$ cat src/rtl/poc_fifo_if.sv
// Register-bus and printer-port signal bundle for poc_fifo.
// The slave modport is the controller side; the master modport is the CPU/printer side.
interface poc_fifo_if #(
  parameter int unsigned DATA_W = 8
) ();
  logic              bus_wr;
  logic              bus_rd;
  logic [1:0]        bus_addr;
  logic [DATA_W-1:0] bus_wdata;
  logic [DATA_W-1:0] bus_rdata;
  logic              irq;
  logic              print_ready;
  logic [DATA_W-1:0] print_data;
  logic              pulse_request;

  modport master (
    output bus_wr, bus_rd, bus_addr, bus_wdata, print_ready,
    input  bus_rdata, irq, print_data, pulse_request
  );

  modport slave (
    input  bus_wr, bus_rd, bus_addr, bus_wdata, print_ready,
    output bus_rdata, irq, print_data, pulse_request
  );
endinterface

$ cat src/rtl/poc_fifo.sv
// Printer output controller: bus-written FIFO drained to a printer port with
// a ready/pulse handshake, low-watermark interrupt and sticky overflow flag.
module poc_fifo #(
  parameter int unsigned DATA_W  = 8,
  parameter int unsigned DEPTH   = 8,
  parameter int unsigned PULSE_W = 1,
  parameter int unsigned GAP_W   = 1,
  parameter int unsigned LWM     = 2
) (
  input logic        clk,
  input logic        rst,
  poc_fifo_if.slave  bus
);

  localparam int unsigned AW   = $clog2(DEPTH);
  localparam int unsigned LW   = AW + 1;
  localparam int unsigned CMAX = (PULSE_W > GAP_W) ? PULSE_W : GAP_W;
  // Counter only ever holds CMAX-1.
  localparam int unsigned CW   = (CMAX > 1) ? $clog2(CMAX) : 1;

  localparam logic [1:0] IDLE  = 2'd0;
  localparam logic [1:0] PULSE = 2'd1;
  localparam logic [1:0] GAP   = 2'd2;

  logic [DATA_W-1:0] mem [DEPTH];
  logic [AW-1:0]     wr_ptr;
  logic [AW-1:0]     rd_ptr;
  logic [LW-1:0]     level;
  logic              ie;
  logic              ovf;
  logic [1:0]        state;
  logic [CW-1:0]     cnt;

  logic              wr_ctrl, wr_stat, wr_data;
  logic              empty, full, busy;
  logic              push_ok, pop, flush;
  logic              irq_cond;
  logic [DATA_W-1:0] rd_val;

  always_comb begin
    wr_ctrl  = bus.bus_wr && (bus.bus_addr == 2'd0);
    wr_stat  = bus.bus_wr && (bus.bus_addr == 2'd1);
    wr_data  = bus.bus_wr && (bus.bus_addr == 2'd2);
    empty    = (level == '0);
    full     = (level == LW'(DEPTH));
    busy     = (state != IDLE);
    push_ok  = wr_data && !full;
    pop      = (state == IDLE) && !empty && bus.print_ready;
    flush    = wr_ctrl && bus.bus_wdata[1];
    irq_cond = ie && ((level <= LW'(LWM)) || ovf);
  end

  always_comb begin
    rd_val = '0;
    case (bus.bus_addr)
      2'd0:    rd_val[0]      = ie;
      2'd1:    rd_val[3:0]    = {ovf, busy, full, empty};
      2'd2:    rd_val         = '0;
      default: rd_val[LW-1:0] = level;
    endcase
  end

  always_ff @(posedge clk) begin
    if (push_ok) begin
      mem[wr_ptr] <= bus.bus_wdata;
    end
  end

  // Flush overrides any same-cycle push or pop bookkeeping.
  always_ff @(posedge clk) begin
    if (rst || flush) begin
      wr_ptr <= '0;
      rd_ptr <= '0;
      level  <= '0;
    end else begin
      if (push_ok) wr_ptr <= wr_ptr + AW'(1);
      if (pop)     rd_ptr <= rd_ptr + AW'(1);
      if (push_ok && !pop)      level <= level + LW'(1);
      else if (pop && !push_ok) level <= level - LW'(1);
    end
  end

  always_ff @(posedge clk) begin
    if (rst) begin
      ie            <= 1'b0;
      ovf           <= 1'b0;
      bus.bus_rdata <= '0;
      bus.irq       <= 1'b1;
    end else begin
      if (bus.bus_rd) bus.bus_rdata <= rd_val;
      bus.irq <= !irq_cond;
      if (wr_ctrl) ie <= bus.bus_wdata[0];
      if (wr_data && full)               ovf <= 1'b1;
      else if (wr_stat && bus.bus_wdata[3]) ovf <= 1'b0;
    end
  end

  always_ff @(posedge clk) begin
    if (rst) begin
      state             <= IDLE;
      cnt               <= '0;
      bus.print_data    <= '0;
      bus.pulse_request <= 1'b0;
    end else begin
      case (state)
        IDLE: begin
          if (pop) begin
            bus.print_data    <= mem[rd_ptr];
            bus.pulse_request <= 1'b1;
            cnt               <= CW'(PULSE_W - 1);
            state             <= PULSE;
          end
        end
        PULSE: begin
          if (cnt == '0) begin
            bus.pulse_request <= 1'b0;
            if (GAP_W > 0) begin
              cnt   <= CW'(GAP_W - 1);
              state <= GAP;
            end else begin
              state <= IDLE;
            end
          end else begin
            cnt <= cnt - CW'(1);
          end
        end
        GAP: begin
          if (cnt == '0) state <= IDLE;
          else           cnt   <= cnt - CW'(1);
        end
        default: state <= IDLE;
      endcase
    end
  end

endmodule
$ cat src/flat_wrapper.sv
// flat-port wrapper written by rule: the top's interface ports become plain ports
module poc_fifo_flat 
#(
  parameter int unsigned DATA_W  = 8,
  parameter int unsigned DEPTH   = 8,
  parameter int unsigned PULSE_W = 1,
  parameter int unsigned GAP_W   = 1,
  parameter int unsigned LWM     = 2
)
  (clk, rst, bus_bus_wr, bus_bus_rd, bus_bus_addr, bus_bus_wdata, bus_print_ready, bus_bus_rdata, bus_irq, bus_print_data, bus_pulse_request);
  poc_fifo_if #(.DATA_W(DATA_W)) bus_i ();
  input logic clk;
  input logic rst;
  input wire logic [$bits(bus_i.bus_wr)-1:0] bus_bus_wr;
  input wire logic [$bits(bus_i.bus_rd)-1:0] bus_bus_rd;
  input wire logic [$bits(bus_i.bus_addr)-1:0] bus_bus_addr;
  input wire logic [$bits(bus_i.bus_wdata)-1:0] bus_bus_wdata;
  input wire logic [$bits(bus_i.print_ready)-1:0] bus_print_ready;
  output wire logic [$bits(bus_i.bus_rdata)-1:0] bus_bus_rdata;
  output wire logic [$bits(bus_i.irq)-1:0] bus_irq;
  output wire logic [$bits(bus_i.print_data)-1:0] bus_print_data;
  output wire logic [$bits(bus_i.pulse_request)-1:0] bus_pulse_request;
  assign bus_i.bus_wr = bus_bus_wr;
  assign bus_i.bus_rd = bus_bus_rd;
  assign bus_i.bus_addr = bus_bus_addr;
  assign bus_i.bus_wdata = bus_bus_wdata;
  assign bus_i.print_ready = bus_print_ready;
  assign bus_bus_rdata = bus_i.bus_rdata;
  assign bus_irq = bus_i.irq;
  assign bus_print_data = bus_i.print_data;
  assign bus_pulse_request = bus_i.pulse_request;
  poc_fifo #(.DATA_W(DATA_W), .DEPTH(DEPTH), .PULSE_W(PULSE_W), .GAP_W(GAP_W), .LWM(LWM)) u_core (.clk(clk), .rst(rst), .bus(bus_i));
endmodule
$ cat config.mk
export PLATFORM = sky130hd
export DESIGN_NAME = poc_fifo_flat
export DESIGN_NICKNAME = d
export VERILOG_FILES = /design/src/rtl/poc_fifo_if.sv /design/src/rtl/poc_fifo.sv /design/src/flat_wrapper.sv
export SDC_FILE = /design/constraint.sdc
export NUM_CORES = 1
export LEC_CHECK = 0
export ABC_AREA = 1
export CAP_MARGIN = 40
export CELL_PAD_IN_SITES_DETAIL_PLACEMENT = 1
export CELL_PAD_IN_SITES_GLOBAL_PLACEMENT = 1
export CORE_ASPECT_RATIO = 1.25
export CORE_MARGIN = 2
export CORE_UTILIZATION = 46
export DETAILED_ROUTE_END_ITERATION = 8
export PLACE_DENSITY = 0.88
export SLEW_MARGIN = 10
export SYNTH_ARGS = -nofsm -noshare
export SYNTH_HDL_FRONTEND = slang
export SYNTH_SLANG_ARGS = --single-unit
export TNS_END_PERCENT = 5
$ cat constraint.sdc
create_clock -name clk -period 4 [get_ports clk]
set_input_delay 0.6 -clock clk [delete_from_list [all_inputs] [get_ports clk]]
set_output_delay 0.6 -clock clk [all_outputs]
set_load 0.05 [all_outputs]
== Word-level counts from Yosys, hierarchy flattened ==
Memories as Yosys holds them, arrays and structs flattened. A register that Yosys moved wholly into a read port is not among the register bits.
Cells that the tools add are included.

* Register bits: 21
* Bits in latches: 0
* Bits in writable memories: 64
* Bits in read-only memories: 0
* Input port bits: 15
* Output and inout port bits: 18
* Word-level logic and storage cells: 76
* Memories kept: 1

* $add $sub $neg: 5
* $mul: 0
* Div/mod/pow operators: 0
* Order comparisons: 1
* Equality and inequality tests: 8
* Shift-type cells: 0
* Multiplexer cells: 18
* Bitwise operators: 0
* Reduce and logical (&&, ||, !) cells: 33

{| class="wikitable"
|+ Memory list
! memory !! depth !! bits a word !! rd ports !! clocked after Yosys merged registers in !! wr ports !! line !! RTL
|-
| u_core.mem || 8 || 8 || 1 || 1 || 1 || poc_fifo.sv:25 || <nowiki>logic [DATA_W-1:0] mem [DEPTH];</nowiki>
|}

{| class="wikitable"
|+ Operators with widths
! cell !! number
|-
| 1-bit logical AND || 12
|-
| 2-bit nonzero test || 5
|-
| 1-bit two-way mux || 8
|-
| 4-bit two-way mux || 2
|-
| 3-bit by 1-bit adder with 3-bit output, second input constant || 2
|-
| 2-bit two-way mux || 3
|-
| 2-bit case mux with 3 select lines || 1
|-
| 3-bit case mux with 2 select lines || 1
|-
| 3-bit AND reduction || 2
|-
| 1-bit zero test || 5
|-
| 4-bit by 1-bit adder with 4-bit output, second input constant || 1
|-
| 2-bit by 1-bit equality test with 1-bit output, second input constant || 2
|-
| 2-bit equality test, second input constant || 2
|-
| 4-bit equality test, second input constant || 1
|-
| 4-bit by 2-bit <= comparator with 1-bit output, second input constant || 1
|-
| 2-bit zero test || 2
|-
| 4-bit zero test || 1
|-
| 2-bit != test, second input constant || 2
|-
| 1-bit case mux with 2 select lines || 2
|-
| 2-bit AND reduction || 2
|-
| 2-bit OR reduction || 2
|-
| 4-bit by 1-bit subtractor with 4-bit output, second input constant || 1
|-
| 1-bit case mux with 3 select lines || 1
|-
| 1-bit logical OR || 2
|-
| 2 further kinds || 2
|}

== Longest topological paths before layout ==
* Depth after elaboration: 7
* Mapped depth: 14
* Depth with buffers taken out: 14

== Worst setup path after synthesis ==
OpenSTA, ideal clock, no wires.

* Kind: input to register
* Start point: input bus_bus_addr[0]
* End point: register u_core.level[3]
* Setup time: 0.070 ns
* Arrival: 2.195 ns
* Required time: 3.930 ns
* Path slack: 1.735 ns
* Stages: 13
* Buffers on the path: 1
* Path through: buf_2 > nor2_2 > nand2_2 > inv_4 > ha_1 > inv_1 > ha_1 > or2_2 > nand2_1 > nand3_1 > nand2_1 > nand2_1 > a21oi_1

* Cells in the longest elaborated chain, start to end: 6
* Elaborated cells on any way between the ends: 12
* Classes of those cells: 1 x eq/ne; 1 x mux; 10 x reduce/logical

{| class="wikitable"
|+ Ends and longest elaborated chain
! element !! line !! RTL
|-
| from (decl) || flat_wrapper.sv:16 || <nowiki>input wire logic [$bits(bus_i.bus_addr)-1:0] bus_bus_addr;</nowiki>
|-
| 2-bit equality test * || poc_fifo.sv:43 || <nowiki>wr_data = bus.bus_wr && (bus.bus_addr == 2'd2);</nowiki>
|-
| 1-bit logical AND * || poc_fifo.sv:43 ||
|-
| 1-bit logical AND * || poc_fifo.sv:47 || <nowiki>push_ok = wr_data && !full;</nowiki>
|-
| via u_core.push_ok || poc_fifo.sv:36 || <nowiki>logic push_ok, pop, flush;</nowiki>
|-
| 1-bit zero test || poc_fifo.sv:79 || <nowiki>else if (pop && !push_ok) level <= level - LW'(1);</nowiki>
|-
| 1-bit logical AND || poc_fifo.sv:79 ||
|-
| 2-bit nonzero test (no source line) || n/a ||
|-
| to (signal assigned) || poc_fifo.sv:78 || <nowiki>if (push_ok && !pop) level <= level + LW'(1);</nowiki>
|-
| to (signal assigned) || poc_fifo.sv:79 ||
|-
| to (decl) || poc_fifo.sv:28 || <nowiki>logic [LW-1:0] level;</nowiki>
|}

The timed path passes the listed nets; every way through them passes the cells marked *.
A chain may end at the register's enable or synchronous reset.

== Worst setup path after layout ==
* Start point: input bus_bus_addr[1]
* End point: register u_core.level[3]

Same word-level chain as after synthesis.

==> results.sh <==
export IMPL_sequentialPowerShare_pct=42.1
export IMPL_wl_per_cell_um=18.6
export IMPL_stdcell_count=579
export IMPL_vias_per_cell=5.17
export IMPL_rows=38
export IMPL_switching_share_pct=38.6
export IMPL_rrSetupSlack_ps=1550
export IMPL_post_route_period_util_pct=67.9
export IMPL_r2r_end="u_core.level[3]"
export IMPL_internal_power_mw=1.75
export IMPL_syn_instance_count=427
export IMPL_insertion_delay_ps=370
export IMPL_place_ws_ps=965
export IMPL_coreArea_um2=8750
export IMPL_p_switching_mw=1.10
export IMPL_cts_made_buffers=9
export IMPL_combPwrFrac_pct=34.4
export IMPL_whs_ps=437
export IMPL_synth_simple_area_share_pct=21.9
export IMPL_maxCapViolCount=0
export IMPL_synth_compound_area_share_pct=5.52
export IMPL_pwr_density_cell_nw_per_um2=608
export IMPL_yosysMostFrequentCell="nand2_1"
export IMPL_drt_iter0_markers=190
export IMPL_htreeDepth=3
export IMPL_overflow=0
export IMPL_crit_required_ps=4300
export IMPL_yosys_area_top_type="edfxtp_1"
export IMPL_antenna_cells=0
export IMPL_cp_start_kind="input port"
export IMPL_dp_cells=565
export IMPL_cts_tree="built"
export IMPL_fin_setup_tns_ps=0
export IMPL_crit_type="in -> reg"
export IMPL_crit_path_end_kind="register"
export IMPL_drc_errors=0
export IMPL_wl_um=10800
export IMPL_synth_top_family_by_area="simple AND/OR/NAND/NOR gates"
export IMPL_yosys_area_share_adder_pct=1.98
export IMPL_place_area_um2=4480
export IMPL_ant_nets=0
export IMPL_hold_buffers=0
export IMPL_register_area_um2=2480
export IMPL_drive_above_1_share_pct=11.1
export IMPL_clk_pin_slew_ps=90
export IMPL_skew_ps=8.38
export IMPL_io_buffers=28
export IMPL_slew_violations=0
export IMPL_critPathBufInv=3
export IMPL_r2r_start="u_core.level[0]"
export IMPL_fmax_mhz=368
export IMPL_setup_viol=0
export IMPL_r2r_cells=12
export IMPL_die_w_um=89.1
export IMPL_area_growth_pct=12.4
export IMPL_crit_path_max_fanout=9
export IMPL_leakagePower_nw=1.89
export IMPL_gp_congestion=0.841
export IMPL_ctsResizeCount=0
export IMPL_max_slew_worst_pin_slew_ps=795
export IMPL_yosys_warnings=0
export IMPL_grt_pass1_wl_um=16900
export IMPL_design_area_um2=4690
export IMPL_synth_xor_area_share_pct=0.630
export IMPL_syn_area_per_cell_um2=9.76
export IMPL_clkPwrFrac_pct=23.5
export IMPL_final_hold_viol_count=0
export IMPL_maxSlewHeadroom_pct=46.8
export IMPL_synthFlopType="edfxtp_1"
export IMPL_clockBufferDepth=2
export IMPL_via_count=2991
export IMPL_utilization_pct=53.6
export IMPL_synth_common_cells="nand2_1, inv_1, edfxtp_1"
export IMPL_power_mw=2.85
export IMPL_synth_edf_count=64
export IMPL_layout_nets=477
export IMPL_vdd_ir_drop_worst_v=0.000220
export IMPL_critPathCapture="u_core.level[3]"
export IMPL_nFillCells=1035
export IMPL_period_minus_slack_ps=2720
export IMPL_crit_start="bus_bus_addr[1]"
export IMPL_status="completed"
export IMPL_crit_family="simple AND/OR/NAND/NOR gates"
export IMPL_slowest_delay_ps=600
export IMPL_pin_count=33
export IMPL_dr_pass1_iters=4
export IMPL_timing_final_ws_setup_ps=1280
export IMPL_cp_num_cells=14
export IMPL_yosys_area_top_type_share_pct=46.1
export IMPL_synth_area_leaders="edfxtp_1, dfxtp_1, nand2_1, nand3_1, inv_1"
export IMPL_die_h_um=110
export IMPL_synthArstFlopShare_pct=0
export IMPL_dp_hpwl_um=7540
export IMPL_die_area_um2=9840
export IMPL_muxShareOfSynthArea_pct=0
export IMPL_grt_pass1_vias=3196
export IMPL_multi_input_area_um2=1270
export IMPL_seq_area_frac_synth_pct=59.6
export IMPL_clockRootBuffer="clkbuf_8"
export IMPL_cp_common_cell="nand2_1"
export IMPL_hp_class="reg -> reg"
export IMPL_synth_cell_types=35
export IMPL_worstPathArrival_ps=3010
export IMPL_crit_slowest_cell="clkdlybuf4s50_1"
export IMPL_grt_max_degree=34
export IMPL_path_cells="clkdlybuf4s50_1 > nand2_1 > nor2_2 > nand2_2 > inv_4 > ha_1 > inv_1 > ha_1 > or2_2 > nand2_1 > nand3_1 > nand2_1 > nand2_1 > a21oi_1"
export IMPL_grt_use_total_pct=23.4
export IMPL_initial_utilization_pct=47.6
export IMPL_clock_sinks=92
export IMPL_post_cts_setup_buffer_count=0
export IMPL_antenna_found_initial=0
export IMPL_rsz0062_at_grt="false"
export IMPL_ys_seq_elements=92
export IMPL_syn_area_um2=4170
==> power by group through the flow <==
stage | logic (mW) | clock network [mW] | registers, mW
3_5_place_dp | 0.970 | 0 | 1.22
3_3_place_gp | 0.912 | 0 | 1.22
6_report | 0.980 | 0.669 | 1.20
2_1_floorplan | 0.676 | 0 | 1.29
4_1_cts | 0.987 | 0.672 | 1.20
5_1_grt | 1.08 | 0.713 | 1.21
==> placed cells by master, fill, tap and decap left out, types with 5 or more instances in the layout <==
master / count
clkdlybuf4s50_1: 28
nand2_1: 113
inv_1: 65
edfxtp_1: 64
nand3_1: 55
nor3_1: 6
nand2_2: 9
a21oi_1: 9
ha_1: 5
dfxtp_1: 28
clkbuf_8: 9
a21oi_2: 9
nor2_1: 14
o21ai_0: 6
==> layout make-up <==
type	instances	share of cell area, %
flip-flops and latches	92	53.0
multi-input cells	250	27.1
repair buffers	33	6.57
inverters	70	5.85
well taps	120	3.20
clock buffers	9	2.64
clock inverters	5	1.68
==> how the worst min path moves through the flow <==
| stage | start | endpoint | slack (ps) | depth (start not counted) |
|---|---|---|---|---|
| 2_1_floorplan | u_core.ie | u_core.bus.irq | 380 | 1 |
| 3_3_place_gp | u_core.ie | u_core.bus.irq | 390 | 1 |
| 3_5_place_dp | u_core.ie | u_core.bus.irq | 420 | 1 |
| 4_1_cts | u_core.ie | u_core.bus.irq | 440 | 1 |
| 5_1_grt | u_core.ie | u_core.bus.irq | 460 | 1 |
| 6_report | u_core.ie | u_core.bus.irq | 440 | 1 |
==> cells by family (layout without fill, tap and decap cells) <==
group / count (synthesis) / count (layout)
adder cells (fa/ha/maj): 6 / 6
AND/OR/NAND/NOR: 205 / 205
other: 1 / 4
flip-flops: 92 / 92
XOR/XNOR: 3 / 3
buffers and inverters: 88 / 117
AO/OA/AOI/OAI: 32 / 32
==> registers in the layout, indices dropped and copies added (netlist names) <==
| register | count |
|---|---|
| u_core.bus.print_data | 8 |
| u_core.rd_ptr | 3 |
| u_core.level | 4 |
| u_core.ovf | 1 |
| u_core.mem | 64 |
| u_core.ie | 1 |
| u_core.state | 2 |
| u_core.bus.bus_rdata | 4 |
| u_core.bus.pulse_request | 1 |
| u_core.wr_ptr | 3 |
| u_core.bus.irq | 1 |
==> per-layer routing <==
layer / vias to the layer above / global-route usage, % / wire [um]
li1: 1428 / - / -
met1: 1459 / 30.0 / 4590
met4: 0 / 10.0 / 319
met3: 23 / 3.74 / 420
met2: 81 / 38.4 / 5440
met5: - / 0 / 0
No activity file was read; power rests on OpenSTA's default activity.
